**config.mk**
```make
export PLATFORM = sky130hd
export DESIGN_NAME = mux_nx1_pipe
export DESIGN_NICKNAME = d
export VERILOG_FILES = /design/src/rtl/mux_nx1_pipe.sv
export SDC_FILE = /design/constraint.sdc
export NUM_CORES = 1
export LEC_CHECK = 0
export CORE_AREA = 5 5 80 82
export DETAILED_ROUTE_END_ITERATION = 6
export DIE_AREA = 0 0 85 87
export DONT_BUFFER_PORTS = 1
export PLACE_DENSITY_LB_ADDON = 0.15
export SYNTH_ARGS = -nofsm -noshare
export SYNTH_HDL_FRONTEND = slang
export SYNTH_SLANG_ARGS = --single-unit
export TNS_END_PERCENT = 10
```
**constraint.sdc**
```tcl
create_clock -name clk -period 3.25 [get_ports clk]
set_input_delay 0.65 -clock clk [delete_from_list [all_inputs] [get_ports clk]]
set_output_delay 0.65 -clock clk [all_outputs]
set_load 0.03 [all_outputs]
```
**src/rtl/mux_nx1_pipe.sv**
```systemverilog
// mux_nx1_pipe: N-input, WIDTH-bit operand selector with one registered
// output stage and a 2-entry (head + skid) buffer behind valid/ready
// handshakes. The select is resolved when a beat is accepted; an
// out-of-range select yields zero data plus an error flag, never a stall.
module mux_nx1_pipe #(
  parameter int WIDTH  = 16,
  parameter int NUM_IN = 4,
  parameter int SEL_W  = 2
) (
  input  logic                    clk,
  input  logic                    reset_n,
  input  logic [NUM_IN*WIDTH-1:0] in_data,
  input  logic [SEL_W-1:0]        in_sel,
  input  logic                    in_valid,
  output logic                    in_ready,
  output logic [WIDTH-1:0]        out_data,
  output logic [SEL_W-1:0]        out_sel,
  output logic                    out_err,
  output logic                    out_valid,
  input  logic                    out_ready
);

  // Every select code gets a slot; codes >= NUM_IN map to a zero slot so
  // the index into the channel table can never run off the end.
  localparam int              LP_SLOTS  = 2**SEL_W;
  localparam logic [SEL_W:0]  LP_NUM_IN = (SEL_W+1)'(NUM_IN);

  // State encoding is the (head_valid, skid_valid) pair, so bit 1 is the
  // head valid and bit 0 is the skid valid. (0,1) is never produced.
  typedef enum logic [1:0] {
    ST_EMPTY = 2'b00,
    ST_ONE   = 2'b10,
    ST_FULL  = 2'b11
  } state_t;

  state_t           r_state;
  state_t           w_state_next;

  logic [WIDTH-1:0] r_head_data;
  logic [SEL_W-1:0] r_head_sel;
  logic             r_head_err;
  logic [WIDTH-1:0] r_skid_data;
  logic [SEL_W-1:0] r_skid_sel;
  logic             r_skid_err;

  logic [WIDTH-1:0] w_chan [LP_SLOTS];
  logic [WIDTH-1:0] w_in_data;
  logic             w_in_err;
  logic             w_accept;
  logic             w_pop;
  logic             w_head_ld_in;
  logic             w_head_ld_skid;
  logic             w_skid_ld;
  logic             w_skid_clr;

  // Unflatten the channel bus; unused select codes read as zero.
  generate
    for (genvar gi = 0; gi < LP_SLOTS; gi++) begin : g_chan
      if (gi < NUM_IN) begin : g_used
        assign w_chan[gi] = in_data[gi*WIDTH +: WIDTH];
      end else begin : g_unused
        assign w_chan[gi] = '0;
      end
    end
  endgenerate

  assign w_in_err  = ({1'b0, in_sel} >= LP_NUM_IN);
  assign w_in_data = w_in_err ? '0 : w_chan[in_sel];

  // in_ready comes straight from the skid-valid flop: no path from out_ready.
  assign in_ready  = ~r_state[0];
  assign out_valid = r_state[1];
  assign out_data  = r_head_data;
  assign out_sel   = r_head_sel;
  assign out_err   = r_head_err;

  assign w_accept  = in_valid & in_ready;
  assign w_pop     = out_valid & out_ready;

  // Next-state and payload-steering decisions for the head/skid pair.
  always_comb begin
    w_state_next   = r_state;
    w_head_ld_in   = 1'b0;
    w_head_ld_skid = 1'b0;
    w_skid_ld      = 1'b0;
    w_skid_clr     = 1'b0;
    case (r_state)
      ST_EMPTY: begin
        if (w_accept) begin
          w_state_next = ST_ONE;
          w_head_ld_in = 1'b1;
        end
      end
      ST_ONE: begin
        if (w_accept && w_pop) begin
          w_head_ld_in = 1'b1;
        end else if (w_accept) begin
          w_state_next = ST_FULL;
          w_skid_ld    = 1'b1;
        end else if (w_pop) begin
          w_state_next = ST_EMPTY;
        end
      end
      ST_FULL: begin
        if (w_pop) begin
          w_state_next   = ST_ONE;
          w_head_ld_skid = 1'b1;
          w_skid_clr     = 1'b1;
        end
      end
      default: begin
        w_state_next = ST_EMPTY;
      end
    endcase
  end

  // State register; reset discards any buffered beats.
  always_ff @(posedge clk or negedge reset_n) begin
    if (!reset_n) begin
      r_state <= ST_EMPTY;
    end else begin
      r_state <= w_state_next;
    end
  end

  // Payload registers: head loads from the input or from the skid entry.
  always_ff @(posedge clk or negedge reset_n) begin
    if (!reset_n) begin
      r_head_data <= '0;
      r_head_sel  <= '0;
      r_head_err  <= 1'b0;
      r_skid_data <= '0;
      r_skid_sel  <= '0;
      r_skid_err  <= 1'b0;
    end else begin
      if (w_head_ld_in) begin
        r_head_data <= w_in_data;
        r_head_sel  <= in_sel;
        r_head_err  <= w_in_err;
      end else if (w_head_ld_skid) begin
        r_head_data <= r_skid_data;
        r_head_sel  <= r_skid_sel;
        r_head_err  <= r_skid_err;
      end
      if (w_skid_ld) begin
        r_skid_data <= w_in_data;
        r_skid_sel  <= in_sel;
        r_skid_err  <= w_in_err;
      end else if (w_skid_clr) begin
        r_skid_data <= '0;
        r_skid_sel  <= '0;
        r_skid_err  <= 1'b0;
      end
    end
  end

endmodule

```
[Word level (Yosys, flattened, before mapping)]
Index checks and enable logic that the tools add are counted.
Word-level totals
  flip-flop bits (word level): 40
  bits in latches: 0
  bits in writable memories: 0
  memory bits (read-only): 0
  bits of input ports: 70
  output and inout bits: 21
  logic and storage cells: 51
  memories kept: 0
Operators by class
  $add $sub $neg: 0
  multipliers: 0
  divide/modulo/power cells: 0
  order comparisons: 1
  equality and inequality tests: 6
  shifts and indexed selects: 0
  multiplexer cells: 28
  bitwise operators: 4
  reductions and logical operators: 5
Operators by type and width (number)
  $mux 16: 6
  $bmux 16 s2: 1
  $mux 2: 9
  $mux 1: 10
  $ne 2x2->1 const B: 3
  $pmux 2 s3: 1
  $eq 2x2->1 const B: 2
  $reduce_and 4->1: 1
  $reduce_bool 2->1: 2
  $ge 3x3->1 const B: 1
  $ne 3x3->1 const B: 1
  $not 2->3: 1
  $and 1x1->1: 2
  $logic_not 2->1: 1
  $pmux 1 s2: 1
  $logic_and 1x1->1: 1
  $not 1->1: 1

[Depth between registers and ports, before layout]
Gate-level depths: netlist (run 1).
  depth after elaboration: 6
  mapped depth: 8
  gate-level depth less buffers: 6

[Worst setup path before layout (run 1)]
No wires, ideal clock.
  path kind: reg2reg
  from: register r_state[0]
  to: register r_skid_data[11]
  library setup time: 128 ps
  arrival time: 1567 ps
  required time: 3122 ps
  setup slack: 1554 ps
  stages on the path, launching flop included: 7
  path buffers: 1
  period minus slack after synthesis: 1696 ps
  path through: dfrtp_1 > inv_1 > ha_1 > nand3b_1 > a21oi_2 > clkbuf_2 > o21ai_0
On the way
  cells in the longest elaborated chain, start to end: 6
  elaborated cells on any way between the ends: 11
  classes of those cells: eq/ne (2); mux (5); bitwise (2); reduce/logical (2)
RTL lines
  start: declaration: line 36  | state_t r_state;
  start signal: assignment: line 122  | r_state <= w_state_next;
  $not 1->1 (*): line 71  | assign in_ready = ~r_state[0];
  named net in_ready: line 15  | output logic in_ready,
  $and 1x1->1 (*): line 77  | assign w_accept = in_valid & in_ready;
  $mux 1 or $logic_and 1x1->1 (tied branches): line 97, 95
  $mux 1 (*): line 95  | if (w_accept && w_pop) begin
  $mux 1 (*): line 87  | case (r_state)
  $mux 16 or $reduce_bool 2->1 (tied branches)
  end signal: assignment: line 146  | r_skid_data <= w_in_data;
  end: declaration: line 42  | logic [WIDTH-1:0] r_skid_data;
Mark *: on every way through the listed nets, which the timed path passes. The rest lies on a longest branch.
A chain may end at the register's enable or synchronous reset.

[Final worst setup path (run 1)]
  from: register r_state[1]
  to: register r_head_data[2] (netlist: out_data[2])
On the way
  cells in the longest elaborated chain, start to end: 5
  elaborated cells on any way between the ends: 11
  classes of those cells: eq/ne (2); mux (5); bitwise (1); reduce/logical (3)
RTL lines
  $and 1x1->1: line 78  | assign w_pop = out_valid & out_ready;
  $logic_and 1x1->1: line 95
  $mux 1: line 95
  $pmux 1 s2: line 87
  $mux 16 or $reduce_bool 2->1 (tied branches)
  end signal: assignment: line 137  | r_head_data <= w_in_data;
  end signal: assignment: line 141  | r_head_data <= r_skid_data;
  end: declaration: line 39  | logic [WIDTH-1:0] r_head_data;
Several ways; a longest one is shown, not always the timed one.

==> flow_summary.json, run 1 <==
{
  "status": "complete, no violations",
  "synth_warnings": 0,
  "place_area_sq_mm": 0.002187,
  "design_area_sq_mm": 0.002298,
  "ctsHtreeMaxLevel": 2,
  "r2r_slack_ns": 0.77,
  "layout_common_cells": "56 x nand2_1, 38 x dfrtp_1, 23 x o21ai_0",
  "ioPinCount": 91,
  "grt_util_all_layers": 0.1454,
  "ir_drop_v": 0.0003593,
  "place_inst": 266,
  "dr.pass1.iters": 4,
  "tritoncts": "yes",
  "crit_family": "simple AND/OR/NAND/NOR gates",
  "reg2reg_to": "out_data[2]$_DFFE_PN0P_",
  "fill_cells": 568,
  "grt-ovfl-total": 0,
  "fin_worst_skew_ns": 0.01050,
  "fmax_mhz": 403.0,
  "syn_to_final_growth_pct": 4.553,
  "layout.cells.non_filler": 276,
  "first_global_vias": 1564,
  "synthDistinctLibCells": 25,
  "cts_root_buf": "clkbuf_8",
  "hold_buffers": 0,
  "hp-class": "primary input to asynchronous set/reset pin",
  "hold_violations": 0,
  "tightest_slew_ns": 0.9430,
  "hpwl_mm": 3.872,
  "synth-seq-area-share": 0.4326,
  "synth-async-reset-ratio": 1.000,
  "layout-drive-gt1-share": 0.1055,
  "setup_viol": 0,
  "fin_util": 0.4050,
  "fin_crit_ns": 2.481,
  "nets": 272,
  "synth-seq-cells": 38,
  "postLayoutSetupSlackWorst_ns": 0.7685,
  "final_common_cell": "nand2_1",
  "clock_latency_ns": 0.29,
  "cp_max_fo": 36,
  "rsz0062_at_grt": "no",
  "regToRegStartpoint": "r_state[1]$_DFFE_PN0P_",
  "initial_utilization": 0.3873,
  "coreArea_sq_mm": 0.005675,
  "r2r_cells": 4,
  "drc": 0,
  "die_w_um": 85,
  "clock_path_buffers": 2,
  "cp_cell_sequence": "ha_1, nand3_2, mux2i_1, o21ai_1",
  "clock_sinks": 38,
  "pre_cts_ws_ns": 0.7621,
  "cp.required_ns": 3.41,
  "cts.repair.resized": 0,
  "syn_nets": 280,
  "cts_setup_buffers": 0,
  "port_buffers": 0,
  "fin_crit_sh": 0.7635,
  "arrival_ns": 2.64,
  "vias": 1542,
  "dieHeight_um": 87,
  "drv_slew": 0,
  "die-area_sq_mm": 0.007395,
  "cpPeakStageDelay_ns": 0.75,
  "path_clk_slew_ns": 0.08,
  "cts_inserted_buffers": 5,
  "drt-wirelength-per-cell_um": 19.49,
  "num_rows": 28,
  "synth.avg_cell_area_sq_um": 10.67,
  "power_density_mw_per_mm2": 874.4,
  "postSynthCellCount": 206,
  "critPathCaptureType": "register",
  "grt_max_degree": 39,
  "crit_buf_inv": 0,
  "synth_edf_count": 0,
  "routed_via_density": 5.587,
  "ys.flop_type": "dfrtp_1",
  "critPathSlowestCell": "nand3_2",
  "leakage_uw": 0.001057,
  "routed_wl_mm": 5.378,
  "grt_pass1_wl_mm": 8.286,
  "antenna_found_initial": 1,
  "synthesis.area_sq_mm": 0.002198,
  "drt-initial-drc-count": 106,
  "crit_path_start_kind": "register",
  "slew_headroom": 0.3706,
  "gp_congestion": 0.7599,
  "path_class": "register to register",
  "setup_tns_ns": 0,
  "cap_viol_max_count": 0,
  "antenna_left": 0
}
sequential cells by signal (all words and copies together) (netlist names):
signal / flops
out_data: 16
out_sel: 2
r_skid_data: 16
r_skid_sel: 2
r_state: 2
cell type report:
cell class / instances / area (sq um) / share of cell area
timing repair buffer: 2 / 15.01 / 0.006532
antenna: 2 / 5.005 / 0.002177
inverter: 3 / 11.26 / 0.004899
clock buffer: 7 / 76.32 / 0.03321
tap: 75 / 93.84 / 0.04083
sequential: 38 / 950.9 / 0.4137
multi-input combinational: 148 / 1116 / 0.4856
clock inverter: 1 / 30.03 / 0.01306
logic make-up after synthesis:
kind of cell	Yosys count	synth area share
AND/OR/NAND/NOR	64	0.1138
other	1	0.001706
AO/OA/AOI/OAI	45	0.1110
multiplexers	34	0.2561
buffers and inverters	20	0.06204
adder cells (fa/ha/maj)	4	0.02277
flip-flops	38	0.4326
metal layers:
metal  wire (um)  share of wire  track usage  vias up
met3         531          0.099      0.06812        5
met1        2188           0.41       0.1746      755
met5           0              0            0        -
li1            -              -            -      711
met2        2579           0.48       0.2267       71
met4          79          0.015      0.05755        0
cell usage after synthesis (2+ instances only):
library cell	count	area [sq um]
nor2_1	3	11.26
o21ai_0	23	115.1
a21oi_1	2	10.01
buf_6	2	22.52
ha_1	4	50.05
dfrtp_1	38	950.9
mux4_2	10	225.2
buf_2	7	35.03
mux2i_1	18	180.2
nand3_1	2	10.01
mux4_1	6	157.7
clkbuf_2	2	10.01
o21ai_1	16	80.08
nand2_1	56	210.2
inv_1	3	11.26
buf_4	5	37.54
stage by stage:
stage               hold WS, ns  total power [uW]
floorplan                0.3544              1511
global placement         0.3559              1581
detailed placement       0.3557              1635
CTS                     0.03246              2035
global route            0.03124              2153
finish                  0.04636              2010
where the power goes:
part           internal, uW  leakage [uW]  switching [uW]
sequential              687      0.000476             378
combinational           234      0.000529             318
clock                   230     0.0000525             163
total                  1150       0.00106             860
worst register-to-register path: stages (launching register included):
cell     delay, ns
dfrtp_1       0.73
ha_1          0.36
nand3_2       0.75
mux2i_1       0.43
o21ai_1       0.08
worst max-delay path by stage:
stage                      startpoint                           to  cells after the start
2_1_floorplan  r_state[0]$_DFFE_PN0P_  r_skid_data[11]$_DFFE_PN0P_                      6
3_3_place_gp   r_state[1]$_DFFE_PN0P_       out_sel[1]$_DFFE_PN0P_                      4
3_5_place_dp   r_state[1]$_DFFE_PN0P_      out_data[2]$_DFFE_PN0P_                      4
4_1_cts        r_state[1]$_DFFE_PN0P_      out_data[2]$_DFFE_PN0P_                      4
5_1_grt        r_state[1]$_DFFE_PN0P_       out_sel[1]$_DFFE_PN0P_                      4
6_report       r_state[1]$_DFFE_PN0P_      out_data[2]$_DFFE_PN0P_                      4
No activity file was read; power rests on OpenSTA's default activity.
==> inputs of run 2 (changes only) <==
==> constraint.sdc (replaced) <==
create_clock -name clk -period 2.3 [get_ports clk]
set_input_delay 0.46 -clock clk [delete_from_list [all_inputs] [get_ports clk]]
set_output_delay 0.46 -clock clk [all_outputs]
set_load 0.03 [all_outputs]
==> run 2 against run 1 <==
Global-route usage hardly changed. Clock-buffer cell count is 1 lower. Wire length is 1.6% lower. Sequential share of layout area is 1.6 points lower. Combinational power is 50% higher. Critical path depth is 1 higher. First-iteration DRC count is 21% higher. Flip-flop and latch count stayed put. Clock skew is 0.0061 ns lower. Clock power is 81% higher. Fmax is 40% higher. Register-to-register slack worse by 0.25 ns. Critical path type unchanged. Critical endpoint is now r_skid_data[8]$_DFFE_PN0P_. Largest power group unchanged.
==> flow_summary.json, run 2 (synthesis gave the netlist of run 1 again) <==
{
  "num_rows": 28,
  "cts_root_buf": "clkbuf_8",
  "vias": 1546,
  "cts_inserted_buffers": 5,
  "routed_via_density": 5.521,
  "nets": 276,
  "fin_crit_ns": 1.778,
  "grt_util_all_layers": 0.1451,
  "cp_max_fo": 37,
  "ir_drop_v": 0.0003687,
  "fin_worst_skew_ns": 0.004371,
  "grt-ovfl-total": 0,
  "status": "complete, no violations",
  "path_clk_slew_ns": 0.08,
  "crit_family": "flip-flops",
  "cap_viol_max_count": 0,
  "cpPeakStageDelay_ns": 0.58,
  "arrival_ns": 1.93,
  "leakage_uw": 0.001105,
  "multi_input_comb_area_sq_mm": 0.001116,
  "cp_cell_sequence": "ha_1, nand3b_1, a21oi_2, buf_4, o21ai_0",
  "critPathCaptureType": "register",
  "p_seq_frac": 0.491,
  "final_common_cell": "nand2_1",
  "setup_viol": 0,
  "ctsHtreeMaxLevel": 2,
  "grt_pass1_wl_mm": 8.300,
  "r2r_cells": 5,
  "p_switching_uw": 1240,
  "pwr-share-comb": 0.274,
  "layout_common_cells": "56 x nand2_1, 38 x dfrtp_1, 23 x o21ai_0",
  "port_buffers": 0,
  "initial_utilization": 0.3873,
  "critPathSlowestCell": "dfrtp_1",
  "crit_path_start_kind": "register",
  "drc": 0,
  "swShare": 0.4092,
  "ioPinCount": 91,
  "cp.required_ns": 2.45,
  "r2r_slack_ns": 0.52,
  "die-area_sq_mm": 0.007395,
  "fin_crit_sh": 0.7729,
  "hold_ws_ns": 0.002440,
  "hp-class": "primary input to asynchronous set/reset pin",
  "regToRegStartpoint": "r_state[1]$_DFFE_PN0P_",
  "coreArea_sq_mm": 0.005675,
  "rsz0062_at_grt": "no",
  "fill_cells": 580,
  "hold_violations": 0,
  "dr.pass1.iters": 4,
  "syn_to_final_growth_pct": 8.708,
  "first_global_vias": 1615,
  "clock_path_buffers": 2,
  "clock_sinks": 38,
  "antenna_found_initial": 2,
  "drt-initial-drc-count": 128,
  "clock_latency_ns": 0.29,
  "setup_tns_ns": 0,
  "drv_slew": 0,
  "antenna_left": 0,
  "grt_max_degree": 39,
  "power_density_mw_per_mm2": 1268,
  "p_clk_frac": 0.235,
  "cts.repair.resized": 0,
  "reg2reg_to": "r_skid_data[8]$_DFFE_PN0P_",
  "dieHeight_um": 87,
  "routed_wl_mm": 5.292,
  "crit_buf_inv": 1,
  "hpwl_mm": 3.819,
  "die_w_um": 85,
  "path_class": "register to register",
  "tritoncts": "yes",
  "fmax_mhz": 562.5,
  "gp_congestion": 0.7176,
  "register_area_sq_um": 950.9,
  "drt-wirelength-per-cell_um": 18.90,
  "p_int_uw": 1790,
  "layout-drive-gt1-share": 0.1330
}
-- run 2: changes by cell type in the layout (fill, tap and decap cells not counted), sizes merged --
cell    delta
buf        +4
bufinv     +1
clkbuf     -1
-- run 2: worst max path at each step --
stage                                 from                     endpoint  slack (ns)  cells past startpoint
floorplan           r_state[0]$_DFFE_PN0P_  r_skid_data[11]$_DFFE_PN0P_        0.60                      6
global placement    r_state[1]$_DFFE_PN0P_   r_skid_data[9]$_DFFE_PN0P_        0.70                      5
detailed placement  r_state[1]$_DFFE_PN0P_   r_skid_data[8]$_DFFE_PN0P_        0.56                      5
CTS                 r_state[1]$_DFFE_PN0P_   r_skid_data[8]$_DFFE_PN0P_        0.53                      5
global route        r_state[1]$_DFFE_PN0P_   r_skid_data[9]$_DFFE_PN0P_        0.36                      5
finish              r_state[1]$_DFFE_PN0P_   r_skid_data[8]$_DFFE_PN0P_        0.52                      5
-- run 2: through the flow --
stage	instance area, sq um	worst slack (ns)	instances	util	total power (uW)
detailed placement	2222	0.5620	269	0.3915	2331
CTS	2385	0.5338	278	0.4202	3068
floorplan	2198	0.6043	206	-	2136
global route	2390	0.3640	280	0.4211	3259
global placement	2222	0.7003	269	0.3915	2266
finish	2390	0.5222	280	0.4211	3030
-- run 2: final cells by class --
| cell class | instances | share of cell area |
|---|---|---|
| repair buffers | 6 | 0.02932 |
| inverters | 3 | 0.004712 |
| flip-flops and latches | 38 | 0.3979 |
| well taps | 75 | 0.03927 |
| multi-input cells | 148 | 0.4670 |
| clock buffers | 6 | 0.03456 |
| clock inverters | 2 | 0.02513 |
| diodes | 2 | 0.002094 |
-- run 2: per-layer routing --
layer  up-vias  track usage  share of wire
met4         0      0.04317          0.012
li1        717            -              -
met3         6      0.06528          0.094
met1       754       0.1779           0.40
met5         -            0              0
met2        69       0.2309           0.49
-- run 2: timing repair --
item                      CTS  global route
setup buffers               0             0
hold endpoints to repair   38             0
hold buffers                1             0
-- run 2: worst reg2reg max path, delay by kind of cell (launching register included) --
family / cells / cell delay [ns]
adders and majority gates: 1 / 0.27
DFF: 1 / 0.58
and+or+nand+nor: 1 / 0.15
buffers and inverters: 1 / 0.33
AOI/OAI and AO/OA: 2 / 0.30
-- run 2: power by group through the flow --
stage / clock [uW] / sequential, uW / combinational (uW)
2_1_floorplan: 0 / 1440 / 700
3_3_place_gp: 0 / 1500 / 769
3_5_place_dp: 0 / 1510 / 818
4_1_cts: 729 / 1500 / 840
5_1_grt: 765 / 1530 / 960
6_report: 711 / 1490 / 830
